### src/rtl/ps2_rx_fifo.sv
// PS/2 device-to-host receiver: synchroniser, clock deglitch filter, frame FSM with timeout, FWFT word FIFO.
// Define PS2_BREAK_DECODE_EN to fold E0/F0 prefixes into the ext/brk flags of the next pushed code.
module ps2_rx_fifo #(
  parameter int FILTER_LEN  = 8,
  parameter int TIMEOUT_CYC = 20000,
  parameter int DEPTH       = 16,
  parameter int AW          = $clog2(DEPTH)
) (
  input  logic          clk,
  input  logic          reset,
  input  logic          PS2_CLK,
  input  logic          PS2_DAT,
  input  logic          rd,
  output logic [9:0]    dout,
  output logic          empty,
  output logic          full,
  output logic [AW:0]   count,
  output logic          overflow,
  output logic          parity_err,
  output logic          frame_err,
  output logic [1:0]    fsm_state
);
  localparam int FW = (FILTER_LEN > 1) ? $clog2(FILTER_LEN) : 1;
  localparam int TW = (TIMEOUT_CYC > 1) ? $clog2(TIMEOUT_CYC) : 1;
  localparam int unsigned DEPTH_U = DEPTH;
  localparam logic [AW:0] FULL_CNT = DEPTH_U[AW:0];

  typedef enum logic [1:0] {IDLE = 2'd0, DATA = 2'd1, PARITY = 2'd2, STOP = 2'd3} state_t;

  logic [1:0]    clk_sync, dat_sync;
  logic          ps2c_s, ps2d_s;
  logic          filt_clk, fall;
  logic [FW-1:0] flt_cnt;
  state_t        state;
  logic [7:0]    shreg;
  logic          par_bit;
  logic [2:0]    bit_idx;
  logic [TW-1:0] to_cnt;
  logic          abort, frame_ok, push_req, do_push, do_pop;
  logic [9:0]    push_word;
  logic [9:0]    mem [DEPTH];
  logic [AW-1:0] wp, rp;
  logic [AW:0]   cnt;

  assign ps2c_s = clk_sync[1];
  assign ps2d_s = dat_sync[1];

  always_ff @(posedge clk or negedge reset) begin
    if (!reset) begin
      clk_sync <= 2'b11;
      dat_sync <= 2'b11;
      filt_clk <= 1'b1;
      flt_cnt  <= '0;
      fall     <= 1'b0;
    end else begin
      clk_sync <= {clk_sync[0], PS2_CLK};
      dat_sync <= {dat_sync[0], PS2_DAT};
      fall     <= 1'b0;
      if (ps2c_s == filt_clk) begin
        flt_cnt <= '0;
      end else if (flt_cnt == FW'(FILTER_LEN - 1)) begin
        // New level reached after FILTER_LEN equal samples; a 1->0 change is the falling edge
        filt_clk <= ps2c_s;
        flt_cnt  <= '0;
        fall     <= filt_clk;
      end else begin
        flt_cnt <= flt_cnt + 1'b1;
      end
    end
  end

  assign abort    = (state != IDLE) && !fall && (to_cnt == TW'(TIMEOUT_CYC - 1));
  assign frame_ok = (state == STOP) && fall && ps2d_s && ((^shreg) ^ par_bit);

`ifdef PS2_BREAK_DECODE_EN
  logic pend_ext, pend_brk, is_prefix, bad_frame;
  assign is_prefix = (shreg == 8'hE0) || (shreg == 8'hF0);
  assign bad_frame = (state == STOP) && fall && !frame_ok;
  assign push_req  = frame_ok && !is_prefix;
  assign push_word = {pend_ext, pend_brk, shreg};

  always_ff @(posedge clk or negedge reset) begin
    if (!reset) begin
      pend_ext <= 1'b0;
      pend_brk <= 1'b0;
    end else if (abort || bad_frame || push_req) begin
      pend_ext <= 1'b0;
      pend_brk <= 1'b0;
    end else if (frame_ok) begin
      if (shreg == 8'hE0) pend_ext <= 1'b1;
      else                pend_brk <= 1'b1;
    end
  end
`else
  assign push_req  = frame_ok;
  assign push_word = {2'b00, shreg};
`endif

  always_ff @(posedge clk or negedge reset) begin
    if (!reset) begin
      state      <= IDLE;
      shreg      <= '0;
      par_bit    <= 1'b0;
      bit_idx    <= '0;
      to_cnt     <= '0;
      parity_err <= 1'b0;
      frame_err  <= 1'b0;
    end else begin
      parity_err <= 1'b0;
      frame_err  <= 1'b0;
      if (abort) begin
        state     <= IDLE;
        shreg     <= '0;
        to_cnt    <= '0;
        frame_err <= 1'b1;
      end else begin
        if (state != IDLE) to_cnt <= fall ? '0 : to_cnt + 1'b1;
        if (fall) begin
          case (state)
            IDLE: if (!ps2d_s) begin
              state   <= DATA;
              bit_idx <= '0;
              to_cnt  <= '0;
            end
            DATA: begin
              shreg   <= {ps2d_s, shreg[7:1]};
              bit_idx <= bit_idx + 1'b1;
              if (bit_idx == 3'd7) state <= PARITY;
            end
            PARITY: begin
              par_bit <= ps2d_s;
              state   <= STOP;
            end
            STOP: begin
              state <= IDLE;
              if (!ps2d_s)                   frame_err  <= 1'b1;
              else if (!((^shreg) ^ par_bit)) parity_err <= 1'b1;
            end
            default: state <= IDLE;
          endcase
        end
      end
    end
  end

  assign fsm_state = state;

  // rd pops the head word; empty=1 means dout is not valid and rd is ignored.
  assign do_pop  = rd && !empty;
  assign do_push = push_req && (!full || do_pop);

  always_ff @(posedge clk) begin
    if (do_push) mem[wp] <= push_word;
  end

  always_ff @(posedge clk or negedge reset) begin
    if (!reset) begin
      wp       <= '0;
      rp       <= '0;
      cnt      <= '0;
      overflow <= 1'b0;
    end else begin
      overflow <= push_req && full && !do_pop;
      if (do_push) wp <= wp + 1'b1;
      if (do_pop)  rp <= rp + 1'b1;
      case ({do_push, do_pop})
        2'b10:   cnt <= cnt + 1'b1;
        2'b01:   cnt <= cnt - 1'b1;
        default: cnt <= cnt;
      endcase
    end
  end

  assign count = cnt;
  assign empty = (cnt == '0);
  assign full  = (cnt == FULL_CNT);
  assign dout  = empty ? 10'd0 : mem[rp];
endmodule

### config.mk
export PLATFORM = sky130hd
export DESIGN_NAME = ps2_rx_fifo
export DESIGN_NICKNAME = d
export VERILOG_FILES = /design/src/rtl/ps2_rx_fifo.sv
export SDC_FILE = /design/constraint.sdc
export NUM_CORES = 1
export LEC_CHECK = 0
export CORE_MARGIN = 8
export CORE_UTILIZATION = 32
export CTS_CLUSTER_DIAMETER = 150
export DETAILED_ROUTE_END_ITERATION = 16
export PLACE_DENSITY = 0.47
export SLEW_MARGIN = 20
export SYNTH_ARGS = -nofsm -noshare
export SYNTH_HDL_FRONTEND = slang
export SYNTH_SLANG_ARGS = --single-unit
### constraint.sdc
create_clock -name clk -period 3.1 [get_ports clk]
set_input_delay 0.465 -clock clk [delete_from_list [all_inputs] [get_ports clk]]
set_output_delay 0.465 -clock clk [all_outputs]
set_load 0.1 [all_outputs]
==> results of run 1 <==
==> through the flow <==
step           hold slack (ns)  setup TNS, ns
3_5_place_dp             0.348              0
4_1_cts                  0.239              0
5_1_grt                 0.0649              0
2_1_floorplan            0.169          -1.40
3_3_place_gp             0.350              0
6_report                0.0371              0
==> power by group <==
group | switching (mW) | internal (mW) | total (mW)
logic | 0.953 | 0.647 | 1.60
clock network | 0.965 | 1.22 | 2.18
registers | 0.146 | 2.69 | 2.83
==> layout make-up <==
cell class,count,area (sq um)
Tap cell,324,405
Inverter,10,37.5
Multi-Input combinational cell,288,2640
Timing Repair Buffer,44,463
Clock buffer,19,433
Fill cell,2298,15000
Clock inverter,13,160
Sequential cell,182,5210
==> routing by layer <==
layer  GRT usage  wire length, um  up-vias
li1            -                -     2006
met1       0.155             7790     2196
met2       0.192             8490       87
met3      0.0272              623       14
met4      0.0321              197        0
met5           0                0        -
==> kinds of logic after synthesis <==
family,Yosys count
flip-flops,182
AND/OR/NAND/NOR,145
multiplexers,60
AO/OA/AOI/OAI,45
buffers and inverters,35
adder cells (fa/ha/maj),18
XOR/XNOR,18
other,1
==> flip-flops by register name (all words and copies together), names as in the netlist, 2 cells and up <==
signal	count
bit_idx	3
clk_sync	2
count	5
dat_sync	2
flt_cnt	3
fsm_state	2
mem	128
rp	4
shreg	8
to_cnt	15
wp	4
==> worst paths after layout <==
| check | cells past startpoint | slack, ns | startpoint | to |
|---|---|---|---|---|
| max | 5 | 0.13 | rp[0] | dout[4] |
| min | 1 | 0.04 | reset | parity_err |
| max reg2reg | 11 | 0.27 | shreg[4] | count[4] |
| min reg2reg | 0 | 0.36 | dat_sync[0] | dat_sync[1] |
| max in group asynchronous | 2 | 2.47 | reset | to_cnt[5] |
| min in group clk | 0 | 0.36 | dat_sync[0] | dat_sync[1] |
==> layout by cell type, fill, tap and decap left out, types with 4 or more instances in the layout <==
cell type,Yosys,routed
and4_1,6,6
nand3_1,16,16
a21oi_1,18,18
and2_1,18,17
nor2b_1,15,13
buf_4,2,31
inv_1,10,10
mux2_4,4,4
mux4_2,40,40
inv_8,0,4
dfstp_2,5,5
nor4_1,5,5
edfxtp_1,128,128
nor2_1,29,28
mux2i_1,13,13
clkbuf_16,0,17
ha_1,17,17
xor2_1,4,4
a2bb2oi_1,6,6
xnor2_1,11,11
nor3_1,8,8
nand2_1,32,32
buf_12,0,10
dfrtp_1,49,44
==> metrics.yaml, run 1 <==
finish:
  syn2layout_area_growth_pct: 17.6
  final_cells: 880
  drive_above_1_share: 0.245
  nets: 566
  diodes: 0
  utilization: 0.383
  final_area_sq_um: 9350
drt:
  via_per_inst: 4.89
  drc: 0
  wl_per_cell_um: 19.4
  drtIter0Drc: 276
  vias: 4303
  drtPass1Iterations: 4
  wl_um: 17100
  ant_nets: 0
sta:
  relSlewSlack: 0.604
  period_share: 0.959
  layout_min_cycle_time_ns: 2.97
  finClkSkew_ns: 0.00865
  setup_viol: 0
  worst_slew_pin_slew_ns: 0.594
  drv_slew: 0
  setup_ws_ns: 0.126
  grt_setup_unrepaired: "false"
  max_freq_mhz: 336
  hold_viol_final: 0
logic_synthesis:
  synth_edf_count: 128
  yosys.area.top_type: "edfxtp_1"
  synthDistinctLibCells: 50
  yosysMostFrequentCell: "edfxtp_1"
  synth_warnings: 0
  synth_top_family_by_area: "multiplexers"
  ys_top_cells_by_count: "128 x edfxtp_1, 49 x dfrtp_1, 40 x mux4_2"
  synth_area_leaders: "edfxtp_1 48%, dfrtp_1 15%, mux4_2 11%, ha_1 2.7%, dfstp_2 1.7%"
  syn_area_sq_um: 7950
  synth-main-ff-cell: "edfxtp_1"
  yosysTopAreaCellShare: 0.483
  async_reset_ff_frac: 0.297
  syn_inst: 504
  synth_mux_area_frac: 0.141
  seq_area_frac_synth: 0.654
  synth_xor_xnor_area_share: 0.0253
  synth_adder_area_share: 0.0293
  synthSimpleGateAreaFrac: 0.0947
  synth_compound_area_frac: 0.0364
  postSynthAreaPerCell_sq_um: 15.8
  synth_seq_cells: 182
cts:
  clkLatencyLatePin_ns: 0.43
  postCtsHoldBufs: 0
  tritoncts: "built"
  clk_path_buf_depth: 2
  cts_buffers: 17
  ctsRootBufferMaster: "clkbuf_16"
  cts_setup_buffers: 0
  cts-resized-gates: 0
  cts.sinks: 182
  htree_levels: 4
  clkTransAtPathRegs_ns: 0.07
worst_setup_path:
  cp_common_cell: "mux4_2"
  required_ns: 2.63
  cp_max_fo: 11
  worst-path-buf-inv: 2
  crit_arrival_ns: 2.51
  cp_cell_sequence: "buf_4 -> mux4_2 -> mux4_2 -> nor2b_1 -> buf_12"
  path_delay_family: "multiplexers"
  cp-start-kind: "register"
  crit_slowest_cell: "mux4_2"
  endpoint_kind: "primary output"
  critPathKind: "register to primary output"
  cpPeakStageDelay_ns: 0.59
die:
  start_util: 0.326
  die-width_um: 174
  die-area_sq_um: 30100
  dieHeight_um: 174
  fp.coreArea_sq_um: 24400
  row_count: 57
  ioPinCount: 27
power:
  power.density_nw_per_um2: 707
  leakagePower_nw: 3.50
  irDropWorstVdd_mv: 0.364
  total_power_mw: 6.61
placed_design:
  place_inst: 848
  gp_congestion: 0.747
  post-place-ws_ns: 0.234
  dp_hpwl_um: 11700
  port_buffers: 24
  placed_area_sq_um: 8750
grt:
  grt_pass1_wl_um: 27200
  grt_usage: 0.118
  overflow: 0
  grt_antenna_before_repair: 0
  grt_max_degree: 45
  grt_pass1_vias: 4514
flow_run:
  drv_cap: 0
run_status:
  outcome: "complete, no violations"
worst_hold_path:
  min_path_type: "input port to async pin"
(Power assumes the default switching activity.)
==> run 2, diff against run 1 <==
--- a/config.mk
+++ b/config.mk
@@ -8,8 +8,10 @@
 export CORE_MARGIN = 8
 export CORE_UTILIZATION = 32
 export CTS_CLUSTER_DIAMETER = 150
+export CTS_CLUSTER_SIZE = 10
 export DETAILED_ROUTE_END_ITERATION = 16
 export PLACE_DENSITY = 0.47
+export SKIP_LAST_GASP = 1
 export SLEW_MARGIN = 20
 export SYNTH_ARGS = -nofsm -noshare
 export SYNTH_HDL_FRONTEND = slang
==> results of run 2 <==
No change in the layout: final DEF, timing and power equal those of run 1.
==> edit, RTL diff (config.mk and constraints of run 1) <==
The option `PS2_BREAK_DECODE_EN` is turned on by a define.
--- a/src/rtl/ps2_rx_fifo.sv
+++ b/src/rtl/ps2_rx_fifo.sv
@@ -1,4 +1,6 @@
 // PS/2 device-to-host receiver: synchroniser, clock deglitch filter, frame FSM with timeout, FWFT word FIFO.
 // Define PS2_BREAK_DECODE_EN to fold E0/F0 prefixes into the ext/brk flags of the next pushed code.
+`define PS2_BREAK_DECODE_EN
+
 module ps2_rx_fifo #(
   parameter int FILTER_LEN  = 8,
Check against the original RTL: no difference found for any inputs over 10 cycles, from zero or initial values and one cycle with reset low; that may be too few to reach the edited logic, so the function may still have changed.
==> edit against run 1 <==
Design area grew 18%. Sequential power grew 19%. Setup slack got worse by 0.065 ns. Wire length increased by 18%. Area after synthesis up 14%. Total power increased by 28%. Global-route usage grew 0.45 points. Sequential cell count up 34. Largest cell class unchanged. Largest power group unchanged.
==> edit: results (changes against run 1) <==
Fraction of layout cells with a size suffix above 1: 28.66% (was 24.46%)
Leakage: 4.026 nW (was 3.497 nW)
Register area share after synthesis: 68.55% (was 65.42%)
Crit path max-delay family: multiplexers (unchanged)
Largest net degree at the start of global routing: 45 (unchanged)
GPL Wtd Cong: 0.7640 (was 0.7473)
Critical Path Max Stage Delay: 0.50 ns (was 0.59 ns)
Nets: 635 (was 566)
HPWL after detailed placement: 12550 µm (was 11650 µm)
Status: finished, final reports clean (unchanged)
VDD IR max: 0.3671 mV (was 0.3641 mV)
Syn Nets: 559
Final Instance Count excl. Fillers: 1006 (was 880)
Internal power: 5.825 mW (was 4.550 mW)
All-Layer GR Usage: 12.21% (was 11.76%)
H-tree depth: 1 (was 4)
Clk_skew: 0.01381 ns (was 0.008646 ns)
Placed insts: 955 (was 848)
Clock root buffer master: clkbuf_16 (unchanged)
Pre-antenna DRT Iters: 4 (unchanged)
Critical path's slowest cell: mux4_2 (unchanged)
Top cells by area, synth: edfxtp_1 53%, dfrtp_1 14%, mux4_2 12% (was edfxtp_1 48%, dfrtp_1 15%, mux4_2 11%)
Most instantiated cells after synthesis: 160 x edfxtp_1, 51 x dfrtp_1, 50 x mux4_2 (was 128 x edfxtp_1, 49 x dfrtp_1, 40 x mux4_2)
Total gr overflow: 0 (unchanged)
Worst-Margin Slew: 0.7599 ns (was 0.5942 ns)
Global-route wire length before repair: 31620 µm (was 27170 µm)
Clk_lat worst skew: 0.52 ns (was 0.43 ns)
Place WS: 0.2564 ns (was 0.2337 ns)
Post-synth cell types: 53 (was 50)
N_diodes: 0 (unchanged)
Buffers on Ports: 26 (was 24)
CP arrival: 2.57 ns (was 2.51 ns)
HP Class: flip-flop to flip-flop (was input port to async pin)
Vias in the first global route: 5243 (was 4514)
Combinational share of power: 27.6% (was 24.2%)
Biggest regs: mem: 160 flops, to_cnt: 15 flops, shreg: 8 flops (was mem: 128 flops, to_cnt: 15 flops, shreg: 8 flops)
Max clock buf depth: 3 (was 2)
Clock transition at path regs: 0.05 ns (was 0.07 ns)
CP Max Fanout: 7 (was 11)
Routed WL: 20190 µm (was 17110 µm)
Clock net power: 2.79 mW (was 2.18 mW)
Post-synthesis async set-or-reset flop share: 25.93% (was 29.67%)
First DRT Iteration DRCs: 254 (was 276)
Vias/cell: 4.857 (was 4.890)
CTS buffer count: 25 (was 17)
Syn Area/Cell: 17.00 µm² (was 15.77 µm²)
Comb. pwr: 2.34 mW (was 1.60 mW)
Placed instance area: 10110 µm² (was 8755 µm²)
EDFF count, synth: 160 (was 128)
Yosys warns: 0 (unchanged)
Initial antenna violation count: 0 (unchanged)
-- edit: repair_timing --
item / in CTS / in global routing
hold buffers: 0 / 1
cloned: 2 / 0
endpoints found under the setup margin: 10 / 10
hold endpoints to repair: 0 / 36
setup buffers: 3 / 0
gates resized for setup: 5 / 5
-- edit: area by class of cell --
cell class,instances,area (µm²)
Sequential cell,216,6221
Timing Repair Buffer,68,740.7
Tap cell,378,473.0
Clock buffer,36,718.2
Multi-Input combinational cell,282,2744
Fill cell,2555,16830
Inverter,16,60.06
Clock inverter,10,72.57
-- edit: layer usage --
layer | vias up | GRT usage [%] | wire (µm)
li1 | 2217 | - | -
met1 | 2552 | 15.43 | 8791
met2 | 89 | 21.52 | 10260
met3 | 28 | 2.107 | 771
met4 | 0 | 2.840 | 365
met5 | - | 0 | 0
-- edit: final timing paths --
| path | from | to | slack [ns] | cells after the start |
|---|---|---|---|---|
| setup / recovery | rp[0]$_DFFE_PN0P_ | dout[6] | 0.06 | 6 |
| hold / removal | dat_sync[0]$_DFF_PN1_ | dat_sync[1]$_DFF_PN1_ | 0.35 | 0 |
| setup reg to reg | shreg[4]$_DFFE_PN0P_ | mem[4][4]$_DFFE_PP_ | 0.27 | 8 |
| hold reg to reg | dat_sync[0]$_DFF_PN1_ | dat_sync[1]$_DFF_PN1_ | 0.35 | 0 |
| max in group asynchronous | reset | wp[3]$_DFFE_PN0P_ | 2.01 | 3 |
| min in group asynchronous | reset | flt_cnt[0]$_DFF_PN0_ | 0.51 | 2 |
-- edit: logic make-up after synthesis --
| group | share of synthesized area (%) |
|---|---|
| compound gates | 3.535 |
| xor+xnor | 2.292 |
| fa+ha+maj | 2.899 |
| buf+inv | 1.505 |
| flops | 68.55 |
| mux | 13.39 |
| simple gates | 7.828 |
